`config.mk`:
```
export PLATFORM = sky130hd
export DESIGN_NAME = axil2wb_bridge
export DESIGN_NICKNAME = d
export VERILOG_FILES = /design/src/rtl/axil2wb_bridge.sv
export SDC_FILE = /design/constraint.sdc
export NUM_CORES = 1
export LEC_CHECK = 0
export ABC_CLOCK_PERIOD_IN_PS = 2300
export CELL_PAD_IN_SITES_DETAIL_PLACEMENT = 0
export CELL_PAD_IN_SITES_GLOBAL_PLACEMENT = 1
export CORE_ASPECT_RATIO = 0.8
export CORE_UTILIZATION = 34
export DETAILED_ROUTE_END_ITERATION = 6
export GPL_TIMING_DRIVEN = 0
export PLACE_DENSITY = 0.89
export SLEW_MARGIN = 0
export SYNTH_ARGS = -nofsm -noshare
export SYNTH_HDL_FRONTEND = slang
export SYNTH_SLANG_ARGS = --single-unit
```
`constraint.sdc`:
```
create_clock -name clk_i -period 2.3 [get_ports clk_i]
set_input_delay 0.345 -clock clk_i [delete_from_list [all_inputs] [get_ports clk_i]]
set_output_delay 0.345 -clock clk_i [all_outputs]
set_load 0.005 [all_outputs]
```
`src/rtl/axil2wb_bridge.sv`:
```
// AXI4-Lite slave to Wishbone classic master bridge.
// One transaction in flight at a time. Read/write priority alternates after
// each completed transfer. wb_err_i is reported to AXI as SLVERR.
// Optional macro AXIL2WB_TIMEOUT_EN adds a watchdog. If the Wishbone slave
// never answers, the watchdog ends the cycle and reports SLVERR.
module axil2wb_bridge #(
    parameter int ADDR_WIDTH     = 32,
    parameter int TIMEOUT_CYCLES = 255
) (
    input  logic                  clk_i,
    input  logic                  rst_i,
    input  logic [ADDR_WIDTH-1:0] s_axi_awaddr,
    input  logic                  s_axi_awvalid,
    output logic                  s_axi_awready,
    input  logic [31:0]           s_axi_wdata,
    input  logic [3:0]            s_axi_wstrb,
    input  logic                  s_axi_wvalid,
    output logic                  s_axi_wready,
    output logic [1:0]            s_axi_bresp,
    output logic                  s_axi_bvalid,
    input  logic                  s_axi_bready,
    input  logic [ADDR_WIDTH-1:0] s_axi_araddr,
    input  logic                  s_axi_arvalid,
    output logic                  s_axi_arready,
    output logic [31:0]           s_axi_rdata,
    output logic [1:0]            s_axi_rresp,
    output logic                  s_axi_rvalid,
    input  logic                  s_axi_rready,
    output logic [ADDR_WIDTH-1:0] wb_adr_o,
    output logic [31:0]           wb_dat_o,
    output logic [3:0]            wb_sel_o,
    output logic                  wb_we_o,
    output logic                  wb_cyc_o,
    output logic                  wb_stb_o,
    input  logic [31:0]           wb_dat_i,
    input  logic                  wb_ack_i,
    input  logic                  wb_err_i
);

    typedef enum logic [2:0] {IDLE, WB_WR, WB_RD, BRESP, RRESP} state_t;

    state_t                state_q;
    logic                  aw_held_q, w_held_q, prio_q;
    logic [ADDR_WIDTH-1:0] awaddr_q;
    logic [31:0]           wdata_q;
    logic [3:0]            wstrb_q;

    logic [ADDR_WIDTH-1:0] wb_adr_q;
    logic [31:0]           wb_dat_q;
    logic [3:0]            wb_sel_q;
    logic                  wb_we_q, wb_cyc_q, wb_stb_q;
    logic                  bvalid_q, rvalid_q;
    logic [1:0]            bresp_q, rresp_q;
    logic [31:0]           rdata_q;

    logic in_idle, rd_grant, aw_hs, w_hs, wr_go;
    logic tmo_hit, wb_fail, wb_done;

    // Readies exist only in IDLE. They are held low during reset so that
    // every output reads 0 while rst_i is high.
    assign in_idle  = (state_q == IDLE) && !rst_i;
    assign rd_grant = in_idle && !aw_held_q && !w_held_q && s_axi_arvalid &&
                      (prio_q || !(s_axi_awvalid || s_axi_wvalid));

    assign s_axi_awready = in_idle && !aw_held_q && !rd_grant;
    assign s_axi_wready  = in_idle && !w_held_q && !rd_grant;
    assign s_axi_arready = rd_grant;

    assign aw_hs = s_axi_awvalid && s_axi_awready;
    assign w_hs  = s_axi_wvalid && s_axi_wready;
    // A write can start once both halves are held or arrive in this cycle.
    assign wr_go = (aw_held_q || aw_hs) && (w_held_q || w_hs);

`ifdef AXIL2WB_TIMEOUT_EN
    logic [15:0] tmo_cnt_q;

    // Watchdog: count strobe cycles that get no answer. The count clears
    // whenever the strobe is low, so each new Wishbone cycle starts at zero.
    always_ff @(posedge clk_i) begin
        if (rst_i || !wb_stb_q)
            tmo_cnt_q <= '0;
        else if (!(wb_ack_i || wb_err_i))
            tmo_cnt_q <= tmo_cnt_q + 16'd1;
    end

    // If ack arrives in the same cycle that the count expires, ack wins.
    assign tmo_hit = wb_stb_q && !(wb_ack_i || wb_err_i) &&
                     (tmo_cnt_q == 16'(TIMEOUT_CYCLES - 1));
`else
    assign tmo_hit = 1'b0;
`endif

    // Asserting ack and err together counts as an error.
    assign wb_fail = wb_err_i || tmo_hit;
    assign wb_done = wb_ack_i || wb_fail;

    // Main control FSM. All bus outputs are registered.
    always_ff @(posedge clk_i) begin
        if (rst_i) begin
            state_q   <= IDLE;
            aw_held_q <= 1'b0;
            w_held_q  <= 1'b0;
            prio_q    <= 1'b0;
            awaddr_q  <= '0;
            wdata_q   <= '0;
            wstrb_q   <= '0;
            wb_adr_q  <= '0;
            wb_dat_q  <= '0;
            wb_sel_q  <= '0;
            wb_we_q   <= 1'b0;
            wb_cyc_q  <= 1'b0;
            wb_stb_q  <= 1'b0;
            bvalid_q  <= 1'b0;
            bresp_q   <= 2'b00;
            rvalid_q  <= 1'b0;
            rresp_q   <= 2'b00;
            rdata_q   <= '0;
        end else begin
            case (state_q)
                IDLE: begin
                    if (aw_hs) begin
                        aw_held_q <= 1'b1;
                        awaddr_q  <= s_axi_awaddr;
                    end
                    if (w_hs) begin
                        w_held_q <= 1'b1;
                        wdata_q  <= s_axi_wdata;
                        wstrb_q  <= s_axi_wstrb;
                    end
                    if (wr_go) begin
                        state_q  <= WB_WR;
                        wb_cyc_q <= 1'b1;
                        wb_stb_q <= 1'b1;
                        wb_we_q  <= 1'b1;
                        wb_adr_q <= aw_hs ? s_axi_awaddr : awaddr_q;
                        wb_dat_q <= w_hs ? s_axi_wdata : wdata_q;
                        wb_sel_q <= w_hs ? s_axi_wstrb : wstrb_q;
                    end else if (rd_grant) begin
                        state_q  <= WB_RD;
                        wb_cyc_q <= 1'b1;
                        wb_stb_q <= 1'b1;
                        wb_we_q  <= 1'b0;
                        wb_adr_q <= s_axi_araddr;
                        wb_sel_q <= 4'hF;
                    end
                end
                WB_WR: begin
                    if (wb_done) begin
                        wb_cyc_q <= 1'b0;
                        wb_stb_q <= 1'b0;
                        wb_we_q  <= 1'b0;
                        bresp_q  <= wb_fail ? 2'b10 : 2'b00;
                        bvalid_q <= 1'b1;
                        state_q  <= BRESP;
                    end
                end
                WB_RD: begin
                    if (wb_done) begin
                        wb_cyc_q <= 1'b0;
                        wb_stb_q <= 1'b0;
                        rdata_q  <= wb_fail ? 32'h0 : wb_dat_i;
                        rresp_q  <= wb_fail ? 2'b10 : 2'b00;
                        rvalid_q <= 1'b1;
                        state_q  <= RRESP;
                    end
                end
                BRESP: begin
                    if (s_axi_bready) begin
                        bvalid_q  <= 1'b0;
                        aw_held_q <= 1'b0;
                        w_held_q  <= 1'b0;
                        prio_q    <= 1'b1;
                        state_q   <= IDLE;
                    end
                end
                RRESP: begin
                    if (s_axi_rready) begin
                        rvalid_q <= 1'b0;
                        prio_q   <= 1'b0;
                        state_q  <= IDLE;
                    end
                end
                default: state_q <= IDLE;
            endcase
        end
    end

    assign wb_adr_o     = wb_adr_q;
    assign wb_dat_o     = wb_dat_q;
    assign wb_sel_o     = wb_sel_q;
    assign wb_we_o      = wb_we_q;
    assign wb_cyc_o     = wb_cyc_q;
    assign wb_stb_o     = wb_stb_q;
    assign s_axi_bvalid = bvalid_q;
    assign s_axi_bresp  = bresp_q;
    assign s_axi_rvalid = rvalid_q;
    assign s_axi_rresp  = rresp_q;
    assign s_axi_rdata  = rdata_q;

endmodule

```
==> impl_results.md, run 1 <==
- DR iter-0 viols: 447
- Synth Cell Area: 7282 µm²
- Final setup skew: 11.15 ps
- Slew HR: 52.08%
- Clock latency on the worst-skew pair: 420 ps
- Clk sinks: 180
- DRC: 36
- Post-synth EDFFs: 0
- Sequential Power Share: 37.3%
- Max-slew violations: 0
- Critical Setup Path Class: reg -> out
- Async S/R FF share, synth: 0%
- Global-route wire length before repair: 35690 µm
- Remaining Overflow, GRT: 0
- Max Clock Freq: 453.9 MHz
- Routed via count: 6557
- Peak VDD IR: 0.0005782 V
- Rows: 47
- Hold Startpoint: s_axi_rdata[1]
- CTS buffer count: 17
- R2R setup slack: 180 ps
- Maxcap violations: 0
- Hold Crit Depth: 2
- TritonCTS clock tree: built
- Comb pwr share: 35.6%
- Commonest non-fill, non-tap cell in the layout: clkdlybuf4s50_1
- Number of global-route vias before repair: 6384
- Hold Vio Cnt, Final: 0
- Boundary Pins: 253
- Switching Power: 3.453 mW
- Max incr delay on CP: 320 ps
- Dpl cell area: 10120 µm²
- Antenna viol nets, final: 0
- Clock root cell: clkbuf_16
- Most frequent cells in the layout: clkdlybuf4s50_1 (247), dfxtp_1 (180), nor2_1 (110), mux2i_1 (69), a21oi_1 (44)
- Dpl hpwl: 16560 µm
- Design area: 10740 µm²
- DIE WIDTH: 165.6 µm
- Synth Area per Inst: 9.841 µm²
- Ys Warns: 0
- Post-synthesis register bit count: 180
- Max Buffers Root-to-Sink: 2
- Gate Count Post-Synth: 740
- Gr usage total: 20.61%
- Port bufs: 250
- Antenna violations before repair: 0
- RR Endpoint: wb_dat_o[19]
- # H-tree levels: 4
- Status: complete, but fails checks
- Critical Path Most Common Cell: buf_6
- Pint: 6.885 mW
- CP arrival: 1860 ps
- Cell Chain, Critical Path: buf_6 > or3_1 > buf_6 > clkbuf_8 > nor4_2 > buf_2
- Final total power: 10.34 mW
- Main flop type after synthesis: dfxtp_1
- PwrDens: 963.1 nW/µm²
- Sw frac: 33.40%
- R2R Path Start: state_q[1]
- RePlAce Congestion: 0.8010
- Tightest Pin Transition: 718.8 ps
- Area Overhead vs Synth: 47.42%
- RSZ-0062 raised after global routing: no
- Worst Reg2Reg Path Length in Cells: 7
- Drt first pass iters: 7
- Crit share post-route: 95.78%
- Crit. End Element: primary output
- Height of the die: 132.9 µm
- Endpoint, Worst Hold: s_axi_rdata[1]
- Largest net degree at the start of global routing: 20
- Die ar.: 22010 µm²
- Final net count: 1154
- Final Critical Period: 2203 ps
- Crit Path Max Fanout: 10
- Ant. Diodes: 0
- Clk pwr share: 27.1%
- Starting Density: 34.98%
- CP Launch Type: register
- Drt total wl: 22690 µm
- WL per Instance: 17.54 µm
- Share of cells above drive strength 1: 11.02%
- Vias/cell: 5.067
- Failing checks: design-rule violations
- Core area: 20820 µm²
- Final setup fails: 0
- Leakage: 4.144 nW
- Required time of the critical path: 1960 ps
- Seq/Total Area, Yosys: 49.48%
- Clock slew at reported path FFs: 60 ps
- Worst min path class: reg -> reg
- Yosys cell types: 51
- Crit path max-delay cell type: or3_1
==> cells by family after synthesis <==
logic type	after synthesis	synth area share, %
AND/OR/NAND/NOR	246	16.70
multiplexers	69	9.485
other	1	0.05150
AO/OA/AOI/OAI	168	19.02
buffers and inverters	75	5.137
XOR/XNOR	1	0.1203
flip-flops	180	49.48
==> final cells by class <==
class | instances | area, µm²
sequential | 180 | 3603
multi-input combinational | 486 | 3321
timing repair buffer | 254 | 2525
inverter | 2 | 7.507
clock buffer | 21 | 450.4
buffer | 72 | 391.6
clock inverter | 10 | 100.1
fill | 1972 | 10080
tap | 269 | 336.6
==> how the worst max path moves through the flow <==
stage,slack [ps],from,endpoint,cells after the start
final,100,state_q[1],s_axi_wready,6
after global routing,20,state_q[1],s_axi_wready,6
after CTS,20,state_q[1],s_axi_wready,6
after detailed placement,-640,rst_i,s_axi_wready,5
after global placement,-670,rst_i,s_axi_wready,5
after floorplan,470,w_held_q,wb_adr_o[27],6
==> registers in the layout, indices dropped and copies added, names as in the netlist <==
register      cells
aw_held_q         1
wb_sel_o          4
prio_q            1
wb_dat_o         32
s_axi_rvalid      1
wb_stb_o          1
wdata_q          32
s_axi_rresp       1
wb_adr_o         32
s_axi_bresp       1
w_held_q          1
s_axi_rdata      32
wstrb_q           4
s_axi_bvalid      1
wb_we_o           1
state_q           3
awaddr_q         32
==> worst max-delay path: cells and delay by family, from the launching register on <==
family	cells	cell delay [ps]
buffers and inverters	4	620
flip-flops	1	310
AND/OR/NAND/NOR	2	520
==> cell usage after synthesis (2+ instances only) <==
cell	n	share of area, %
buf_6	4	0.62
a21oi_1	44	3.0
buf_2	17	1.2
clkbuf_1	39	2.0
nor2b_1	4	0.34
o31a_1	2	0.24
a211oi_1	36	3.7
o21a_1	2	0.21
nand3b_1	34	3.5
dfxtp_1	180	49
buf_4	11	1.1
or3_1	2	0.17
nor2_1	110	5.7
nor3_1	5	0.34
nand2_1	39	2.0
o221ai_2	29	6.0
o21ai_0	5	0.34
a311oi_1	2	0.24
or2_2	2	0.17
nand3_1	37	2.5
o211ai_1	32	3.3
and3_1	2	0.17
mux2i_1	69	9.5
o221ai_1	4	0.48
a22oi_1	2	0.21
buf_1	2	0.10
==> what timing repair did <==
item                       in CTS  in global routing
pin swaps                       1                  0
gates resized for setup        16                  9
setup endpoints to repair      48                 32
hold buffers                    0                  0
setup buffers                   1                  3
==> routing by layer <==
layer  global-route usage (%)  up-vias  wire [µm]
met5                        0        -          0
met4                    5.140        0        156
met3                    8.286       14       2147
met2                    30.27      227       9836
met1                    27.97     3097      10550
li1                         -     3219          -
==> power groups by stage <==
stage	sequential [mW]	clock (mW)	combinational, mW
6_report	3.86	2.80	3.68
3_5_place_dp	3.92	0	3.54
5_1_grt	3.91	2.99	4.01
3_3_place_gp	3.91	0	3.51
2_1_floorplan	3.91	0	1.98
4_1_cts	3.86	2.87	3.63
==> per-stage QoR <==
| step | setup slack [ps] | TNS [ps] | instances | util, % | hold WS (ps) |
|---|---|---|---|---|---|
| 6_report | 96.95 | 0 | 1294 | 51.57 | 451.6 |
| 5_1_grt | 22.25 | 0 | 1294 | 51.57 | 471.0 |
| 4_1_cts | 19.38 | 0 | 1291 | 51.42 | 452.4 |
| 3_5_place_dp | -640.8 | -53230 | 1260 | 48.64 | 444.2 |
| 3_3_place_gp | -666.5 | -53810 | 1260 | 48.64 | 436.7 |
| 2_1_floorplan | 465.6 | 0 | 741 | - | 448.3 |
(Power assumes the default switching activity.)
==> inputs of run 2 (changes only) <==
--- a/config.mk
+++ b/config.mk
@@ -5,14 +5,17 @@
 export SDC_FILE = /design/constraint.sdc
 export NUM_CORES = 1
 export LEC_CHECK = 0
+export ABC_AREA = 1
 export ABC_CLOCK_PERIOD_IN_PS = 2300
 export CELL_PAD_IN_SITES_DETAIL_PLACEMENT = 0
 export CELL_PAD_IN_SITES_GLOBAL_PLACEMENT = 1
 export CORE_ASPECT_RATIO = 0.8
-export CORE_UTILIZATION = 34
+export CORE_MARGIN = 4
+export CORE_UTILIZATION = 31
+export CTS_CLUSTER_DIAMETER = 200
 export DETAILED_ROUTE_END_ITERATION = 6
 export GPL_TIMING_DRIVEN = 0
-export PLACE_DENSITY = 0.89
+export PLACE_DENSITY = 0.87
 export SLEW_MARGIN = 0
 export SYNTH_ARGS = -nofsm -noshare
 export SYNTH_HDL_FRONTEND = slang
==> run 2 against run 1 <==
  * The flow now finishes without violations
  * Routed wire length is 3.9% higher
  * Final cell count rose by 21%
  * Flip-flop and latch count stayed put
  * Die area grew 16%
  * Sequential share of layout area barely moved
  * Count of clock-buffer cells in the layout shrank 2
  * Global-route usage is 2.2 points lower
  * Area after synthesis fell by 1.8%
  * Fmax increased by 2.4%
  * Cell area about the same
  * Worst setup slack gained 51 ps
  * Critical path type is now reg -> reg
  * Largest power group unchanged
==> impl_results.md, run 2 <==
- RSZ-0062 raised after global routing: yes (was no)
- Most frequent cells after synthesis: nand2_1 (252), dfxtp_1 (180), nor2_1 (120) (was dfxtp_1 (180), nor2_1 (110), mux2i_1 (69))
- Boundary Pins: 253 (unchanged)
- Ant. Diodes: 0 (unchanged)
- Core area: 22560 µm² (was 20820 µm²)
- Final setup skew: 11.17 ps (was 11.15 ps)
- Antenna viol nets, final: 0 (unchanged)
- Dpl ws: -726.5 ps (was -640.8 ps)
- Maxcap violations: 0 (unchanged)
- Util after Layout: 47.57% (was 51.57%)
- TritonCTS clock tree: built (unchanged)
- Post-synth EDFFs: 0 (unchanged)
- Tightest Pin Transition: 694.1 ps (was 718.8 ps)
- Worst min path class: reg -> reg (unchanged)
- Drt total wl: 23570 µm (was 22690 µm)
- Gr usage total: 18.40% (was 20.61%)
- Dpl hpwl: 17450 µm (was 16560 µm)
- CP Launch Type: register (unchanged)
- Hold Vio Cnt, Final: 0 (unchanged)
- Global-route wire length before repair: 37250 µm (was 35690 µm)
- RePlAce Congestion: 0.8161 (was 0.8010)
- Endpoint, Worst Hold: wb_dat_o[4] (was s_axi_rdata[1])
- Max-slew violations: 0 (unchanged)
- Post-synthesis register bit count: 180 (unchanged)
- Area Overhead vs Synth: 50.15% (was 47.42%)
- Hold Crit Depth: 2 (unchanged)
- Synth area leaders: dfxtp_1 (50%), nand2_1 (13%), a21oi_1 (7.4%) (was dfxtp_1 (49%), mux2i_1 (9.5%), o221ai_2 (6.0%))
- Largest net degree at the start of global routing: 18 (was 20)
- Yosys top cell area share: 50.41% (was 49.48%)
- Most frequent cells in the layout: nand2_1 (251), clkdlybuf4s50_1 (248), dfxtp_1 (179), nor2_1 (120), a21oi_1 (106) (was clkdlybuf4s50_1 (247), dfxtp_1 (180), nor2_1 (110), mux2i_1 (69), a21oi_1 (44))
- Ys Warns: 0 (unchanged)
- Worst path bufs/invs: 3 (was 4)
- Required time of the critical path: 2650 ps (was 1960 ps)
- PwrDens: 964.9 nW/µm² (was 963.1 nW/µm²)
- Worst Reg2Reg Path Length in Cells: 11 (was 7)
- Antenna violations before repair: 1 (was 0)
- Synth Cell Area: 7148 µm² (was 7282 µm²)
- Critical Setup Path Class: reg -> reg (was reg -> out)
- Clock slew at reported path FFs: 70 ps (was 60 ps)
- Final Critical Period: 2152 ps (was 2203 ps)
- R2R setup slack: 150 ps (was 180 ps)
- Area leader, netlist: dfxtp_1 (unchanged)
- Async S/R FF share, synth: 0% (unchanged)
- Setup_tns: 0 ps (unchanged)
- Cell Chain, Critical Path: nor2_4 > nand3_2 > nor2_2 > nand3b_1 > nand2_1 > nand2_4 > buf_8 > inv_2 > clkbuf_4 > nand3_1 > a21oi_1 (was buf_6 > or3_1 > buf_6 > clkbuf_8 > nor4_2 > buf_2)
- DR iter-0 viols: 452 (was 447)
- Crit path max-delay cell type: dfxtp_1 (was or3_1)
- Number of global-route vias before repair: 7021 (was 6384)
- # H-tree levels: 4 (unchanged)
- Max Buffers Root-to-Sink: 2 (unchanged)
- Max incr delay on CP: 360 ps (was 320 ps)
- Hold Startpoint: wb_dat_o[4] (was s_axi_rdata[1])
- Status: completed (was complete, but fails checks)
- Synth Area per Inst: 7.331 µm² (was 9.841 µm²)
- Clk sinks: 180 (unchanged)
- Vias/cell: 4.594 (was 5.067)
- Routed via count: 7208 (was 6557)
- Share of cells above drive strength 1: 7.047% (was 11.02%)
- Height of the die: 143.8 µm (was 132.9 µm)
- RR Endpoint: wb_dat_o[20] (was wb_dat_o[19])
- Rows: 49 (was 47)
- Gate Count Post-Synth: 975 (was 740)
- Clock root cell: clkbuf_16 (unchanged)
- Setup ws final: 148.3 ps (was 96.95 ps)
- Crit. End Element: register (was primary output)
- Slew HR: 53.72% (was 52.08%)
- CP arrival: 2500 ps (was 1860 ps)
- Seq/Total Area, Yosys: 50.41% (was 49.48%)
- R2R Path Start: state_q[2] (was state_q[1])
- CTS buffer count: 17 (unchanged)
- Clock latency on the worst-skew pair: 430 ps (was 420 ps)
- Leakage: 4.469 nW (was 4.144 nW)
- Final setup fails: 0 (unchanged)
- Die ar.: 25570 µm² (was 22010 µm²)
- Remaining Overflow, GRT: 0 (unchanged)
- Port bufs: 250 (unchanged)
- Crit share post-route: 93.55% (was 95.78%)
- Crit Path Max Fanout: 10 (unchanged)
- Top delay family on crit path: simple AND/OR/NAND/NOR gates (was buffers and inverters)
- Drt first pass iters: 5 (was 7)
- Max Clock Freq: 464.8 MHz (was 453.9 MHz)
- DRC: 0 (was 36)
- Main flop type after synthesis: dfxtp_1 (unchanged)
- Final net count: 1391 (was 1154)
- Yosys cell types: 27 (was 51)
- Starting Density: 31.68% (was 34.98%)
- Most common cell in the synthesized netlist: nand2_1 (was dfxtp_1)
- Peak VDD IR: 0.0004761 V (was 0.0005782 V)
- WL per Instance: 15.02 µm (was 17.54 µm)
- Commonest non-fill, non-tap cell in the layout: nand2_1 (was clkdlybuf4s50_1)
- DIE WIDTH: 177.8 µm (was 165.6 µm)
## run 2: cell type report
cell class,count,area (µm²)
Sequential cell,180,3605
Inverter,53,201.4
Fill cell,2324,11830
Tap cell,306,382.9
Multi-Input combinational cell,675,3053
Clock buffer,19,442.9
Timing Repair Buffer,255,2550
Buffer,68,356.6
Clock inverter,13,141.4
## run 2: worst max path at each step
stage	start	end	depth (start not counted)	slack (ps)
2_1_floorplan	state_q[2]	wb_adr_o[17]	12	500
3_3_place_gp	rst_i	awaddr_q[31]	5	-680
3_5_place_dp	rst_i	awaddr_q[29]	5	-730
4_1_cts	state_q[2]	wb_adr_o[24]	12	20
5_1_grt	state_q[2]	wb_dat_o[24]	11	-40
6_report	state_q[2]	wb_dat_o[20]	11	150
## run 2: per-layer routing
metal  part of all wire, %  vias up  wire length, µm  GRT usage (%)
li1                      -     3686                -              -
met1                    46     3282            10880          24.52
met2                    44      219            10340          28.44
met3                   8.8       19             2080          7.575
met4                   1.1        2              263          3.377
met5                 0.047        -               11              0
## run 2: per-stage QoR
step,hold WS (ps),total power [mW],cells,area (µm²)
6_report,460.6,10.36,1569,10730
5_1_grt,473.3,11.08,1569,10730
4_1_cts,461.1,10.36,1565,10630
3_5_place_dp,450.3,7.398,1532,10040
3_3_place_gp,448.1,7.359,1532,10040
2_1_floorplan,450.9,5.806,976,7152
## run 2: cell families after synthesis
group	after synthesis	synth area share, %
AOI/OAI and AO/OA	214	16.40
other	1	0.05246
DFF	180	50.41
and+or+nand+nor	459	25.96
buffers and inverters	121	7.176
## run 2: worst reg2reg max path, cell delays in order (launching register included)
cell and delay, ps:
dfxtp_1 360, nor2_4 150, nand3_2 120, nor2_2 130, nand3b_1 150, nand2_1 170, nand2_4 90, buf_8 150
inv_2 210, clkbuf_4 270, nand3_1 100, a21oi_1 170
## run 2: what timing repair did
action / in CTS / in global routing
pin swaps: 0 / 3
resized for setup: 6 / 31
setup endpoints to repair: 118 / 75
hold buffers: 0 / 0
buffers inserted: 1 / 4
## run 2: power by group
part | leakage [nW] | internal (mW) | switching (mW)
registers | 1.46 | 3.65 | 0.249
clock network | 0.278 | 1.57 | 1.36
logic | 2.73 | 1.54 | 1.98
total | 4.47 | 6.77 | 3.59
